**src/rtl/xor_parity_accum_if.sv**
```systemverilog
`default_nettype none
// ============================================================================
// Module      : xor_parity_accum_if
// Description : Beat-in / frame-result-out handshake bundle for xor_parity_accum.
//               XOR_PARITY_CHECK_EN adds in_exp_par / out_err.
// Revision    : 1.0 - initial release
// ============================================================================
interface xor_parity_accum_if #(
    parameter int MAX_LEN = 16
);
    localparam int CNT_W = $clog2(MAX_LEN + 1);

    logic             in_valid;
    logic             in_ready;
    logic             in_a;
    logic             in_b;
    logic             in_last;
    logic             out_valid;
    logic             out_ready;
    logic             out_parity;
    logic [CNT_W-1:0] out_ones;
    logic [CNT_W-1:0] out_len;
    logic             out_trunc;
`ifdef XOR_PARITY_CHECK_EN
    logic             in_exp_par;
    logic             out_err;
`endif

    modport master (
        output in_valid, in_a, in_b, in_last, out_ready,
`ifdef XOR_PARITY_CHECK_EN
        output in_exp_par,
        input  out_err,
`endif
        input  in_ready, out_valid, out_parity, out_ones, out_len, out_trunc
    );

    modport slave (
        input  in_valid, in_a, in_b, in_last, out_ready,
`ifdef XOR_PARITY_CHECK_EN
        input  in_exp_par,
        output out_err,
`endif
        output in_ready, out_valid, out_parity, out_ones, out_len, out_trunc
    );
endinterface
`default_nettype wire

```
**src/rtl/xor_parity_accum.sv**
```systemverilog
`default_nettype none
// ============================================================================
// Module      : xor_parity_accum
// Description : Per-frame XOR parity / ones-count / length aggregator with a
//               valid/ready result port. Optional XOR_PARITY_CHECK_EN adds an
//               expected-parity compare (in_exp_par -> out_err).
// Revision    : 1.0 - initial release
// ============================================================================
module xor_parity_accum #(
    parameter int MAX_LEN = 16
) (
    input  wire logic        clk,
    input  wire logic        rst,
    xor_parity_accum_if.slave bus
);
    localparam int CNT_W = $clog2(MAX_LEN + 1);
    localparam logic [CNT_W-1:0] LEN_MAX = CNT_W'(MAX_LEN);
    localparam logic [CNT_W-1:0] ONE     = CNT_W'(1);

    typedef enum logic [1:0] {
        S_IDLE  = 2'd0,
        S_ACCUM = 2'd1,
        S_HOLD  = 2'd2
    } state_t;

    state_t           state_q,      state_d;
    logic             in_ready_q,   in_ready_d;
    logic             acc_par_q,    acc_par_d;
    logic [CNT_W-1:0] acc_ones_q,   acc_ones_d;
    logic [CNT_W-1:0] acc_len_q,    acc_len_d;
    logic             out_valid_q,  out_valid_d;
    logic             out_parity_q, out_parity_d;
    logic [CNT_W-1:0] out_ones_q,   out_ones_d;
    logic [CNT_W-1:0] out_len_q,    out_len_d;
    logic             out_trunc_q,  out_trunc_d;
`ifdef XOR_PARITY_CHECK_EN
    logic             out_err_q,    out_err_d;
`endif

    logic             y;
    logic             sum_par;
    logic [CNT_W-1:0] sum_ones;
    logic [CNT_W-1:0] sum_len;
    logic             close_frame;

    always_comb begin
        state_d      = state_q;
        in_ready_d   = in_ready_q;
        acc_par_d    = acc_par_q;
        acc_ones_d   = acc_ones_q;
        acc_len_d    = acc_len_q;
        out_valid_d  = out_valid_q;
        out_parity_d = out_parity_q;
        out_ones_d   = out_ones_q;
        out_len_d    = out_len_q;
        out_trunc_d  = out_trunc_q;
`ifdef XOR_PARITY_CHECK_EN
        out_err_d    = out_err_q;
`endif

        // First beat of a frame seeds the accumulators instead of folding in
        y           = bus.in_a ^ bus.in_b;
        sum_par     = (state_q == S_ACCUM) ? (acc_par_q ^ y) : y;
        sum_ones    = (state_q == S_ACCUM) ? (acc_ones_q + CNT_W'(y)) : CNT_W'(y);
        sum_len     = (state_q == S_ACCUM) ? (acc_len_q + ONE) : ONE;
        close_frame = bus.in_last || (sum_len == LEN_MAX);

        case (state_q)
            S_IDLE, S_ACCUM: begin
                if (bus.in_valid && in_ready_q) begin
                    acc_par_d  = sum_par;
                    acc_ones_d = sum_ones;
                    acc_len_d  = sum_len;
                    if (close_frame) begin
                        state_d      = S_HOLD;
                        in_ready_d   = 1'b0;
                        out_valid_d  = 1'b1;
                        out_parity_d = sum_par;
                        out_ones_d   = sum_ones;
                        out_len_d    = sum_len;
                        out_trunc_d  = !bus.in_last;
`ifdef XOR_PARITY_CHECK_EN
                        out_err_d    = sum_par ^ bus.in_exp_par;
`endif
                    end else begin
                        state_d = S_ACCUM;
                    end
                end
            end
            S_HOLD: begin
                // Handoff returns to IDLE only; no beat is taken this cycle
                if (bus.out_ready) begin
                    state_d     = S_IDLE;
                    in_ready_d  = 1'b1;
                    out_valid_d = 1'b0;
                end
            end
            default: begin
                state_d     = S_IDLE;
                in_ready_d  = 1'b1;
                out_valid_d = 1'b0;
            end
        endcase
    end

    always_ff @(posedge clk) begin
        if (rst) begin
            state_q      <= S_IDLE;
            in_ready_q   <= 1'b1;
            acc_par_q    <= 1'b0;
            acc_ones_q   <= '0;
            acc_len_q    <= '0;
            out_valid_q  <= 1'b0;
            out_parity_q <= 1'b0;
            out_ones_q   <= '0;
            out_len_q    <= '0;
            out_trunc_q  <= 1'b0;
`ifdef XOR_PARITY_CHECK_EN
            out_err_q    <= 1'b0;
`endif
        end else begin
            state_q      <= state_d;
            in_ready_q   <= in_ready_d;
            acc_par_q    <= acc_par_d;
            acc_ones_q   <= acc_ones_d;
            acc_len_q    <= acc_len_d;
            out_valid_q  <= out_valid_d;
            out_parity_q <= out_parity_d;
            out_ones_q   <= out_ones_d;
            out_len_q    <= out_len_d;
            out_trunc_q  <= out_trunc_d;
`ifdef XOR_PARITY_CHECK_EN
            out_err_q    <= out_err_d;
`endif
        end
    end

    assign bus.in_ready   = in_ready_q;
    assign bus.out_valid  = out_valid_q;
    assign bus.out_parity = out_parity_q;
    assign bus.out_ones   = out_ones_q;
    assign bus.out_len    = out_len_q;
    assign bus.out_trunc  = out_trunc_q;
`ifdef XOR_PARITY_CHECK_EN
    assign bus.out_err    = out_err_q;
`endif
endmodule
`default_nettype wire

```
**src/flat_wrapper.sv**
```systemverilog
// flat-port wrapper written by rule: the top's interface ports become plain ports
module xor_parity_accum_flat 
#(
    parameter int MAX_LEN = 16
)
  (clk, rst, bus_in_valid, bus_in_a, bus_in_b, bus_in_last, bus_out_ready, bus_in_ready, bus_out_valid, bus_out_parity, bus_out_ones, bus_out_len, bus_out_trunc);
  xor_parity_accum_if #(.MAX_LEN(MAX_LEN)) bus_i ();
  input  wire logic clk;
  input  wire logic rst;
  input wire logic [$bits(bus_i.in_valid)-1:0] bus_in_valid;
  input wire logic [$bits(bus_i.in_a)-1:0] bus_in_a;
  input wire logic [$bits(bus_i.in_b)-1:0] bus_in_b;
  input wire logic [$bits(bus_i.in_last)-1:0] bus_in_last;
  input wire logic [$bits(bus_i.out_ready)-1:0] bus_out_ready;
  output wire logic [$bits(bus_i.in_ready)-1:0] bus_in_ready;
  output wire logic [$bits(bus_i.out_valid)-1:0] bus_out_valid;
  output wire logic [$bits(bus_i.out_parity)-1:0] bus_out_parity;
  output wire logic [$bits(bus_i.out_ones)-1:0] bus_out_ones;
  output wire logic [$bits(bus_i.out_len)-1:0] bus_out_len;
  output wire logic [$bits(bus_i.out_trunc)-1:0] bus_out_trunc;
  assign bus_i.in_valid = bus_in_valid;
  assign bus_i.in_a = bus_in_a;
  assign bus_i.in_b = bus_in_b;
  assign bus_i.in_last = bus_in_last;
  assign bus_i.out_ready = bus_out_ready;
  assign bus_in_ready = bus_i.in_ready;
  assign bus_out_valid = bus_i.out_valid;
  assign bus_out_parity = bus_i.out_parity;
  assign bus_out_ones = bus_i.out_ones;
  assign bus_out_len = bus_i.out_len;
  assign bus_out_trunc = bus_i.out_trunc;
  xor_parity_accum #(.MAX_LEN(MAX_LEN)) u_core (.clk(clk), .rst(rst), .bus(bus_i));
endmodule
```
**config.mk**
```make
export PLATFORM = sky130hd
export DESIGN_NAME = xor_parity_accum_flat
export DESIGN_NICKNAME = d
export VERILOG_FILES = /design/src/rtl/xor_parity_accum_if.sv /design/src/rtl/xor_parity_accum.sv /design/src/flat_wrapper.sv
export SDC_FILE = /design/constraint.sdc
export NUM_CORES = 1
export LEC_CHECK = 0
export BUFFER_PORTS_ARGS = -buffer_cell sky130_fd_sc_hd__buf_2
export CAP_MARGIN = 10
export CORE_ASPECT_RATIO = 0.9
export CORE_UTILIZATION = 56
export CTS_CLUSTER_SIZE = 25
export DETAILED_ROUTE_END_ITERATION = 10
export PLACE_DENSITY = 0.78
export SLEW_MARGIN = 20
export SYNTH_ARGS = -nofsm -noshare
export SYNTH_HDL_FRONTEND = slang
export SYNTH_SLANG_ARGS = --single-unit
```
**constraint.sdc**
```tcl
create_clock -name clk -period 2.05 [get_ports clk]
set_clock_uncertainty 0.1 [all_clocks]
set_input_delay 0.1025 -clock clk [delete_from_list [all_inputs] [get_ports clk]]
set_output_delay 0.1025 -clock clk [all_outputs]
set_load 0.02 [all_outputs]
```
Word-level counts from Yosys, hierarchy flattened
Cells that the tools add are included.

Bits in registers: 27. Bits of input ports: 7.

Add/subtract/negate cells: 2. Eq/ne operators: 6. Muxes and demuxes: 15. Bitwise gates (word level): 2. Reductions and logical operators: 9.

Operators with widths (count): two-way mux 5 bit (2); two-way mux 1 bit (7); two-way mux 2 bit (3); AND reduction 3 bit (2); adder 5 x 1 -> 5 bit (1); adder 5 x 1 -> 5 bit, second input constant (1); equality test 5 bit, second input constant (1); inequality test 2 x 1 -> 1 bit, second input constant (2); one-hot mux 1 bit (2 select lines) (2); one-hot mux 2 bit (2 select lines) (1); AND reduction 2 bit (2); equality test 2 x 1 -> 1 bit, second input constant (1); equality test 2 bit, second input constant (1); zero test 2 bit (1); inequality test 2 bit, second input constant (1); OR reduction 2 bit (1); bitwise XOR 1 bit (2); logical AND 1 bit (1); zero test 1 bit (1); logical OR 1 bit (1).

Logic depth before layout (Yosys ltp)
Depth in word-level cells: 7. Mapped depth: 7. Gate-level depth less buffers: 7.

Worst setup path before layout
No wires, ideal clock.

Path kind: reg-to-reg. From: register u_core.acc_len_q[0]. To: register u_core.out_trunc_q (netlist: u_core.bus.out_trunc). Setup time: 133 ps. Arrival: 1475 ps. Path slack: 343 ps. Stages on the path, launching flop included: 7. Buffers on the path: 1. Clock period less this slack: 1707 ps. Path through: dfxtp_1 -> ha_1 -> and3_4 -> mux2_4 -> buf_6 -> a31oi_1 -> nor3_1.

Longest elaborated chain between the ends: 5.

RTL lines: start, declared (line xor_parity_accum.sv:30) `logic [CNT_W-1:0] acc_len_q, acc_len_d;`; start signal, assigned (line xor_parity_accum.sv:126) `acc_len_q <= acc_len_d;`; adder 5 x 1 -> 5 bit (line xor_parity_accum.sv:65) `sum_len = (state_q == S_ACCUM) ? (acc_len_q + ONE) : ONE;`; two-way mux 5 bit (line xor_parity_accum.sv:65); equality test 5 bit (line xor_parity_accum.sv:66) `close_frame = bus.in_last || (sum_len == LEN_MAX);`; logical OR 1 bit (line xor_parity_accum.sv:66); AND reduction 3 bit (no source line); end signal, assigned (line xor_parity_accum.sv:131) `out_trunc_q <= out_trunc_d;`; end, declared (line xor_parity_accum.sv:35) `logic out_trunc_q, out_trunc_d;`.

Every way passes these cells. A chain may end at the register's enable or synchronous reset.

Worst setup path after layout
From: register u_core.state_q[0]. To: register u_core.acc_par_q.

Longest elaborated chain between the ends: 3.

RTL lines: start, declared (line xor_parity_accum.sv:26) `state_t state_q, state_d;`; start signal, assigned (line xor_parity_accum.sv:122) `state_q <= state_d;`; equality test 2 x 1 -> 1 bit / zero test 2 bit (equally long branches) (line xor_parity_accum.sv:63, xor_parity_accum.sv:68); OR reduction 2 bit (line xor_parity_accum.sv:68) `case (state_q)`; AND reduction 2 bit (no source line); end signal, assigned (line xor_parity_accum.sv:124) `acc_par_q <= acc_par_d;`; end, declared (line xor_parity_accum.sv:28) `logic acc_par_q, acc_par_d;`.

Parallel ways exist; a longest one is shown, timed or not.

==> impl_metrics.json <==
{
  "outcome": "finished with violations",
  "violations": "design-rule violations",
  "critPathCaptureType": "register",
  "cap_violations": 0,
  "reg2reg_from": "u_core.state_q[0]",
  "crit_start": "u_core.state_q[0]",
  "h-tree-depth": 1,
  "hold_path.class": "input port to register",
  "synth.ff_latch_count": 27,
  "p_sw_uw": 294,
  "fmax_ghz": 0.539,
  "antenna_left": 0,
  "drive_above_1_share_pct": 21.0,
  "grt_max_degree": 27,
  "critPathArrivalTime_ps": 2000,
  "area_growth_pct": 11.4,
  "use_met1_pct": 34.3,
  "critPathCapture": "u_core.acc_par_q",
  "insertion_delay_ps": 340,
  "antenna_found_initial": 0,
  "diodes": 0,
  "p_int_uw": 698,
  "start_util_pct": 61.3,
  "cts.clk_slew.worst_paths_ps": 160,
  "drc": 2,
  "drt_iter0_drc": 89,
  "pre_cts_slack_ps": 251,
  "grt-ovfl-total": 0,
  "numClockSinks": 27,
  "tightestPinTransition_ps": 519,
  "irDropWorstVdd_uv": 535,
  "dp_hpwl_um": 2800,
  "crit_type": "register to register",
  "ys_types": 53,
  "clkPwrFrac_pct": 24.0,
  "syn_area_sq_um": 1550,
  "final-seq-area_sq_um": 541,
  "io_pins": 21,
  "start_kind": "register",
  "grt_pass1_vias": 1475,
  "cts_setup_buffers": 0,
  "slew-limit-headroom_pct": 65.3,
  "wl_per_cell_um": 16.7,
  "timing.final.ws_setup_ps": 196,
  "layout_commonest_cell": "dfxtp_1",
  "final_nets": 216,
  "nFillCells": 220,
  "gr-max-usage-layer": "met2",
  "hold_ws_ps": 17.1,
  "gr-usage-met3_pct": 5.47,
  "r2r_slack_ps": 200,
  "p_total_uw": 992,
  "routed_wl_um": 3900,
  "vias_per_cell": 6.58,
  "reg2regPathDepth": 5,
  "setup_violations": 0,
  "synth_edf_count": 0,
  "combPwrFrac_pct": 18.4,
  "grt_pass1_wl_um": 6510,
  "rows": 17,
  "cts_tree": "built",
  "synth_ff_type": "dfxtp_1",
  "grt_usage_pct": 28.4,
  "p_per_area_nw_per_um2": 574,
  "hold_violations": 0,
  "critical_path.max_fanout": 12,
  "numCtsBuffers": 3,
  "cts_root_buffer": "clkbuf_4",
  "chipHeight_um": 51.9,
  "yosysSeqAreaShare_pct": 34.8,
  "rsz0062_at_grt": "false",
  "holdBufCountCts": 1,
  "total_leakage_power_nw": 0.688,
  "multi_input_area_sq_um": 952,
  "finalCoreUtilization_pct": 68.3,
  "first_pass_iters": 7,
  "syn_nets": 193,
  "core_area_sq_um": 2530,
  "final_max_slew_viol_count": 0,
  "finalCritPeriodShare_pct": 90.4,
  "postSynth.asyncResetShare_pct": 0,
  "numPortBuffers": 20,
  "most-common-layout-cells": "dfxtp_1 (27), buf_2 (20), nand2_1 (14), a21oi_1 (13), nor2_1 (9)",
  "synth.avg_cell_area_sq_um": 8.48,
  "ys_warn_count": 0,
  "sequentialPowerShare_pct": 57.6,
  "clk_path_buf_depth": 2,
  "r2r_end": "u_core.acc_par_q",
  "route.vias.total": 1534,
  "min_period_ps": 1850,
  "cp_data_required_time_ps": 2200,
  "die_x_um": 57.5,
  "grtUsageMet2_pct": 50.0,
  "cts_resized": 0,
  "dieArea_sq_um": 2990,
  "synth_cells": 183,
  "place_congestion": 0.826,
  "p_sw_share_pct": 29.7,
  "fin_tns_setup_ps": 0
}
## worst min-delay path by stage
stage	startpoint	end	slack (ps)	depth (start not counted)
after global placement	bus_in_valid	u_core.acc_len_q[1]	340	3
after floorplan	bus_in_valid	u_core.acc_len_q[1]	180	2
after CTS	bus_out_ready	u_core.state_q[1]	1	4
after detailed placement	bus_in_valid	u_core.acc_len_q[1]	360	3
final	bus_out_ready	u_core.state_q[1]	20	4
after global routing	bus_out_ready	u_core.state_q[1]	20	4
## cells in the mapped netlist (2+ instances only)
master / number / share of area (%)
a21oi_1: 13 / 4.2
a22oi_1: 8 / 3.9
a31oi_1: 2 / 0.81
and2_1: 2 / 0.81
and3_1: 7 / 2.8
and3b_1: 2 / 1.1
buf_2: 5 / 1.6
clkbuf_1: 4 / 0.97
dfxtp_1: 27 / 35
ha_1: 3 / 2.4
mux2i_1: 4 / 2.6
nand2_1: 14 / 3.4
nand2_2: 3 / 1.2
nand2b_1: 5 / 2.0
nand3_1: 8 / 2.6
nand3b_1: 6 / 2.9
nand4_1: 3 / 1.2
nor2_1: 9 / 2.2
nor3_1: 4 / 1.3
o211ai_1: 2 / 0.97
o21ai_0: 7 / 2.3
o21ai_1: 7 / 2.3
o311ai_1: 4 / 2.3
or3_1: 2 / 0.81
or3b_1: 2 / 1.1
xnor2_1: 2 / 1.1
xor2_1: 2 / 1.1
## metrics by stage
stage / instances / instance area [sq um]
after CTS: 233 / 1730
after detailed placement: 228 / 1690
final: 233 / 1730
after global placement: 228 / 1690
after global routing: 233 / 1730
after floorplan: 183 / 1550
## flip-flops by register name, indices dropped and copies added, names as in the netlist
name,cells
u_core.acc_ones_q,5
u_core.bus.out_valid,1
u_core.bus.out_len,5
u_core.bus.in_ready,1
u_core.bus.out_trunc,1
u_core.acc_par_q,1
u_core.bus.out_parity,1
u_core.acc_len_q,5
u_core.state_q,2
u_core.bus.out_ones,5
## kinds of logic after synthesis
logic type               Yosys count  synth area share (%)
AND/OR/NAND/NOR                   77                  29.3
AO/OA/AOI/OAI                     54                  23.1
flip-flops                        27                  34.8
buffers and inverters             12                  3.79
multiplexers                       6                  4.27
XOR/XNOR                           4                  2.26
adder cells (fa/ha/maj)            3                  2.42
## routing by layer
| layer | up-vias | part of all wire, % |
|---|---|---|
| met5 | - | 0 |
| met4 | 0 | 0.67 |
| met2 | 63 | 51 |
| li1 | 728 | - |
| met1 | 739 | 42 |
| met3 | 4 | 6.7 |
## power groups by stage
stage | sequential (mW) | combinational, mW | clock [mW]
detailed placement | 0.582 | 0.178 | 0
CTS | 0.570 | 0.181 | 0.249
floorplan | 0.595 | 0.104 | 0
finish | 0.571 | 0.183 | 0.238
global placement | 0.580 | 0.173 | 0
global route | 0.575 | 0.198 | 0.271
## cell type report
cell class	instances	area share, %
multi-input cells	144	55.1
inverters	1	0.217
well taps	28	2.03
clock buffers	4	1.52
repair buffers	29	9.85
flip-flops and latches	27	31.3
## critical path, cell delays in order, from the launching register on
cell and delay [ps]:
dfxtp_1 570, buf_4 220, nor2b_1 450, mux2i_1 160
a22oi_1 230, nor2_1 60
Note: power is estimated with default switching activity, not from simulation.
